`src/rtl/mem_stage_pkg.sv`:
```
// Shared decode constants, NOP encoding and the memory-stage FSM state type.
package mem_stage_pkg;

  localparam logic [6:0]  OP_LOAD   = 7'b0000011;
  localparam logic [6:0]  OP_STORE  = 7'b0100011;

  localparam logic [2:0]  F3_B      = 3'b000;
  localparam logic [2:0]  F3_H      = 3'b001;
  localparam logic [2:0]  F3_W      = 3'b010;
  localparam logic [2:0]  F3_BU     = 3'b100;
  localparam logic [2:0]  F3_HU     = 3'b101;

  localparam logic [31:0] NOP_INSTR = 32'h00000013;

  typedef enum logic {IDLE, WAIT} mem_state_t;

endpackage

```
`src/rtl/mem_stage_load_align.sv`:
```
// Combinational load formatter: picks the addressed lane and sign/zero-extends it.
module load_align
  import mem_stage_pkg::*;
#(
  parameter int XLEN = 32
) (
  input  logic [XLEN-1:0] dmem_rdata,
  input  logic [1:0]      addr,
  input  logic [2:0]      funct3,
  output logic [XLEN-1:0] result
);

  logic [15:0] lane;

  assign lane = 16'(dmem_rdata >> {addr, 3'b000});

  always_comb begin
    result = dmem_rdata;
    case (funct3)
      F3_B:    result = {{(XLEN-8){lane[7]}}, lane[7:0]};
      F3_BU:   result = {{(XLEN-8){1'b0}}, lane[7:0]};
      F3_H:    result = {{(XLEN-16){lane[15]}}, lane};
      F3_HU:   result = {{(XLEN-16){1'b0}}, lane};
      default: result = dmem_rdata;
    endcase
  end

endmodule

```
`src/rtl/mem_stage.sv`:
```
// Memory pipeline stage: drives data-memory req/ack accesses, stalls upstream
// while an access is outstanding, and loads the MEM/WB registers.
module mem_stage
  import mem_stage_pkg::*;
#(
  parameter int XLEN           = 32,
  parameter int REG_ADDR_WIDTH = 5,
  parameter int TIMEOUT        = 16
) (
  input  logic                      clk,
  input  logic                      rst,
  input  logic [XLEN-1:0]           pc_mem,
  input  logic [XLEN-1:0]           alu_mem,
  input  logic [XLEN-1:0]           rs2_mem,
  input  logic [XLEN-1:0]           instr_mem,
  input  logic [REG_ADDR_WIDTH-1:0] rd_addr_mem,
  output logic [XLEN-1:0]           forward_mem,
  output logic                      stall_mem,
  output logic                      dmem_req,
  output logic                      dmem_we,
  output logic [XLEN-1:0]           dmem_addr,
  output logic [3:0]                dmem_be,
  output logic [XLEN-1:0]           dmem_wdata,
  input  logic                      dmem_ack,
  input  logic [XLEN-1:0]           dmem_rdata,
  output logic [XLEN-1:0]           pc_wb,
  output logic [XLEN-1:0]           result_wb,
  output logic [XLEN-1:0]           instr_wb,
  output logic [REG_ADDR_WIDTH-1:0] rd_addr_wb,
  output logic                      misalign_wb,
  output logic                      bus_err_wb
);

  localparam int              CNT_W    = $clog2(TIMEOUT);
  localparam logic [CNT_W-1:0] CNT_LAST = CNT_W'(TIMEOUT - 1);

  mem_state_t       state;
  logic [CNT_W-1:0] cnt;

  logic [6:0]      opcode;
  logic [2:0]      funct3;
  logic            is_load, is_store, misalign, aligned_op, timeout_hit;
  logic [XLEN-1:0] load_res;

  assign opcode   = instr_mem[6:0];
  assign funct3   = instr_mem[14:12];
  assign is_load  = (opcode == OP_LOAD);
  assign is_store = (opcode == OP_STORE);

  // H/HU need halfword alignment, W needs word alignment; B/BU never misalign.
  assign misalign   = (is_load || is_store) &&
                      (((funct3[1:0] == 2'b01) && alu_mem[0]) ||
                       ((funct3 == F3_W) && (alu_mem[1:0] != 2'b00)));
  assign aligned_op = (is_load || is_store) && !misalign;

  assign timeout_hit = (state == WAIT) && !dmem_ack && (cnt == CNT_LAST);

  assign forward_mem = alu_mem;
  assign dmem_addr   = {alu_mem[XLEN-1:2], 2'b00};
  assign dmem_we     = is_store;
  assign dmem_req    = !rst && ((state == WAIT) || aligned_op);
  assign stall_mem   = !rst && (((state == IDLE) && aligned_op && !dmem_ack) ||
                                ((state == WAIT) && !dmem_ack && !timeout_hit));

  always_comb begin
    dmem_be    = 4'b1111;
    dmem_wdata = rs2_mem;
    case (funct3[1:0])
      2'b00: begin
        dmem_be    = 4'b0001 << alu_mem[1:0];
        dmem_wdata = {4{rs2_mem[7:0]}};
      end
      2'b01: begin
        dmem_be    = 4'b0011 << alu_mem[1:0];
        dmem_wdata = {2{rs2_mem[15:0]}};
      end
      default: begin
        dmem_be    = 4'b1111;
        dmem_wdata = rs2_mem;
      end
    endcase
  end

  load_align #(.XLEN(XLEN)) u_load_align (
    .dmem_rdata (dmem_rdata),
    .addr       (alu_mem[1:0]),
    .funct3     (funct3),
    .result     (load_res)
  );

  // MEM/WB boundary and access FSM
  always_ff @(posedge clk) begin
    if (rst) begin
      state       <= IDLE;
      cnt         <= '0;
      pc_wb       <= '0;
      result_wb   <= '0;
      instr_wb    <= XLEN'(NOP_INSTR);
      rd_addr_wb  <= '0;
      misalign_wb <= 1'b0;
      bus_err_wb  <= 1'b0;
    end else begin
      case (state)
        IDLE: if (aligned_op && !dmem_ack) begin
          state <= WAIT;
          cnt   <= '0;
        end
        WAIT: if (dmem_ack || timeout_hit) state <= IDLE;
              else                          cnt   <= cnt + 1'b1;
        default: state <= IDLE;
      endcase

      pc_wb <= pc_mem;
      if (stall_mem) begin
        result_wb   <= '0;
        instr_wb    <= XLEN'(NOP_INSTR);
        rd_addr_wb  <= '0;
        misalign_wb <= 1'b0;
        bus_err_wb  <= 1'b0;
      end else begin
        instr_wb    <= instr_mem;
        misalign_wb <= misalign;
        bus_err_wb  <= timeout_hit;
        if (misalign || timeout_hit) begin
          result_wb  <= '0;
          rd_addr_wb <= '0;
        end else if (is_load) begin
          result_wb  <= load_res;
          rd_addr_wb <= rd_addr_mem;
        end else if (is_store) begin
          result_wb  <= alu_mem;
          rd_addr_wb <= '0;
        end else begin
          result_wb  <= alu_mem;
          rd_addr_wb <= rd_addr_mem;
        end
      end
    end
  end

endmodule
```
`config.mk`:
```
export PLATFORM = sky130hd
export DESIGN_NAME = mem_stage
export DESIGN_NICKNAME = d
export VERILOG_FILES = /design/src/rtl/mem_stage_pkg.sv /design/src/rtl/mem_stage_load_align.sv /design/src/rtl/mem_stage.sv
export SDC_FILE = /design/constraint.sdc
export NUM_CORES = 1
export LEC_CHECK = 0
export ABC_AREA = 1
export BUFFER_PORTS_ARGS = -buffer_cell sky130_fd_sc_hd__buf_4
export CELL_PAD_IN_SITES_DETAIL_PLACEMENT = 1
export CELL_PAD_IN_SITES_GLOBAL_PLACEMENT = 2
export CORE_UTILIZATION = 20
export DETAILED_ROUTE_END_ITERATION = 8
export PLACE_DENSITY_LB_ADDON = 0.1
export SYNTH_ARGS = -nofsm -noshare
export SYNTH_HDL_FRONTEND = slang
export SYNTH_SLANG_ARGS = --single-unit
```
`constraint.sdc`:
```
create_clock -name clk -period 1.7 [get_ports clk]
set_input_delay 0.17 -clock clk [delete_from_list [all_inputs] [get_ports clk]]
set_output_delay 0.17 -clock clk [all_outputs]
set_load 0.01 [all_outputs]
```
==> reports/qor.txt <==
Post-synthesis mux area share: 0
GRT Residual Overflow: 0
Post-layout util: 0.352
Die Width: 164 µm
Unrepaired setup endpoints after global routing: yes
Status: finished, final reports clean
Worst path bufs/invs: 2
Largest net degree at the start of global routing: 39
R2R setup slack: 0.07 ns
GRT Overall Usage: 0.164
Tmin final: 1.66 ns
Xor/xnor share of the synthesized area: 0.00335
Root buf cell: clkbuf_16
Most frequent cells in the layout: 404 x buf_4, 207 x nand2_1, 114 x nor2_1, 106 x dfxtp_1, 88 x inv_1
DR WL/cell: 15.5 µm
Max Clock Freq: 0.602 GHz
Die ar.: 26800 µm²
Routed vias: 5822
Unique cell type count in the Yosys netlist: 28
Synthesis-to-finish area growth: 71.0%
Cell Chain, Critical Path: ha_4 -> nand3_2 -> nor2_2 -> nor2_1 -> buf_4 -> nand2_8 -> nor2_4 -> buf_6
Mapped Cells: 766
Fin. Hold Viols: 0
Drt pass-1 iters: 4
CP delay by family, top: simple AND/OR/NAND/NOR gates
Hold path start: pc_mem[12]
Worst Setup SP: cnt[0]
IO buf count: 371
Worst EP required: 1.53 ns
Hpwl dp: 17500 µm
FF+latch count, synth: 108
Hold Path Class: in2reg
CTS Sinks: 108
Sequential area share after synthesis: 0.413
Die Ht: 164 µm
CP Max Fanout: 4
Period Utilization, post-route: 0.977
ANT cells: 0
Vias per cell: 4.00
I/O pins: 374
Initial Util: 0.206
R2r startpoint: cnt[0]
Startpoint types: flip-flop
Final Max Slew Viols: 0
Initial antenna violation count: 0
Final WL: 22600 µm
YS warnings: 0
Crit path capture type: primary output
Layout cell share with drive strength beyond 1: 0.425
Routability Congestion: 0.751
R2R depth: 11
Crit Path Category: reg2out
CTS tree: yes
Synth Area in Compound Gates: 0.0584
Vias in the first global route: 5844
Final setup viols: 0
Largest family of logic cells by synthesized area: simple AND/OR/NAND/NOR gates
Worst vdd ir: 0.362 mV
Post-route DRC violation count: 0
Clk_skew: 0.0153 ns
Max-cap viol count: 0
TritonCTS Buffers: 9
Bufs on Longest Clock Path: 2
Clock-pin slew on the worst setup and hold paths: 0.09 ns
Power density cells: 735 nW/µm²
Commonest non-fill, non-tap cell in the layout: buf_4
Syn_area_per_cell: 6.83 µm²
H-tree depth: 3
Max incr delay on CP: 0.34 ns
Hold_ws: 0.00558 ns
Synth top area share: 0.413
Worst setup path endpoint: stall_mem
# rows: 58
Clock Latency Late Sink: 0.37 ns
Area leader, netlist: dfxtp_1
Leak: 4.91 nW
Core box area: 25400 µm²
Crit path DAT: 1.49 ns
Number of nets in the layout: 1289
Drt initial violations: 171
Levels on crit path: 8
ANT nets after route: 0
Cell area after synthesis: 5230 µm²
First-pass GRT wire length: 33300 µm
Reg2reg end: result_wb[5]
Synth top area cells: dfxtp_1 41%, nand2_1 15%, buf_4 10%
Critical-path top delay cell: dfxtp_2
Adder-cell area share of the yosys netlist: 0.00239
Placed cell count: 1395
Simple-gate portion of the synthesized area: 0.315
Non-Filler Instances: 1455
-- report_power, final --
part	internal, mW	switching, mW	total, mW
clock	1.07	1.21	2.28
combinational	0.843	0.756	1.60
sequential	2.66	0.0374	2.70
-- stage by stage --
stage                     instance area (µm²)  setup WS [ns]  setup TNS (ns)  power, mW
final                                    8940         0.0399               0       6.58
after global routing                     8940        -0.0365         -0.0463       6.93
after CTS                                8940        0.00138               0       6.71
after detailed placement                 8010         0.0537               0       4.26
after global placement                   8010         0.0963               0       4.26
after floorplan                          5230          0.284               0       3.42
-- how the worst min path moves through the flow --
stage                               to  slack [ns]  cells past startpoint
after floorplan            instr_wb[0]        0.28                      1
after global placement       pc_wb[16]        0.37                      3
after detailed placement   instr_wb[1]        0.37                      2
after CTS                 instr_wb[30]     0.00007                      3
after global routing          pc_wb[8]       0.008                      3
final                        pc_wb[12]       0.006                      3
-- layout make-up --
class	instances	area, µm²
multi-input combinational	460	2120
fill	3188	16500
timing repair buffer	447	3570
clock inverter	7	93.8
inverter	94	357
sequential	108	2160
clock buffer	9	225
tap	330	413
-- synth_stat cells --
cell type    n
or2_2        3
inv_1       89
a22oi_1      8
nand2_2      3
a21oi_1     27
buf_1        1
nand2_1    210
inv_2        5
nor3_1       1
a21boi_0     1
nand3_1     42
nand2_4      1
buf_2       14
buf_6        6
conb_1       1
xnor2_1      1
o21ai_0     10
nand3_2      2
nor2_1     132
dfxtp_1    108
a21boi_1     7
xor2_1       1
clkbuf_1    11
nand3b_4     1
ha_1         1
buf_4       73
nor2_2       6
nor2_8       1
-- kinds of logic after synthesis --
| logic type | Yosys count |
|---|---|
| simple gates | 402 |
| buf+inv | 199 |
| flops | 108 |
| compound gates | 53 |
| xor+xnor | 2 |
| fa+ha+maj | 1 |
| other cells | 1 |
-- worst reg2reg max path, delay by kind of cell (launching register included) --
family / cells / cell delay (ns)
buffers and inverters: 4 / 0.56
DFF: 1 / 0.36
adders and majority gates: 1 / 0.14
and+or+nand+nor: 6 / 0.50
-- flip-flops by register name, indices dropped and copies added (netlist names) --
| register | flops |
|---|---|
| result_wb | 32 |
| bus_err_wb | 1 |
| instr_wb | 32 |
| misalign_wb | 1 |
| cnt | 4 |
| state | 1 |
| rd_addr_wb | 5 |
| pc_wb | 32 |
-- metal layers --
layer / track usage / share of wire
met3: 0.0444 / 0.077
met1: 0.197 / 0.43
met5: 0 / 0
met2: 0.286 / 0.49
met4: 0.0408 / 0.011
-- repair_timing --
| item | 4_1_cts | 5_1_grt |
|---|---|---|
| buffers inserted | 10 | 1 |
| pin swaps | 10 | 3 |
| endpoints found under the hold margin | 33 | 0 |
| endpoints found under the setup margin | 1 | 40 |
| cloned | 3 | 0 |
| resized for setup | 35 | 8 |
| hold buffers | 33 | 0 |
Power figures use the tool's default switching activity.
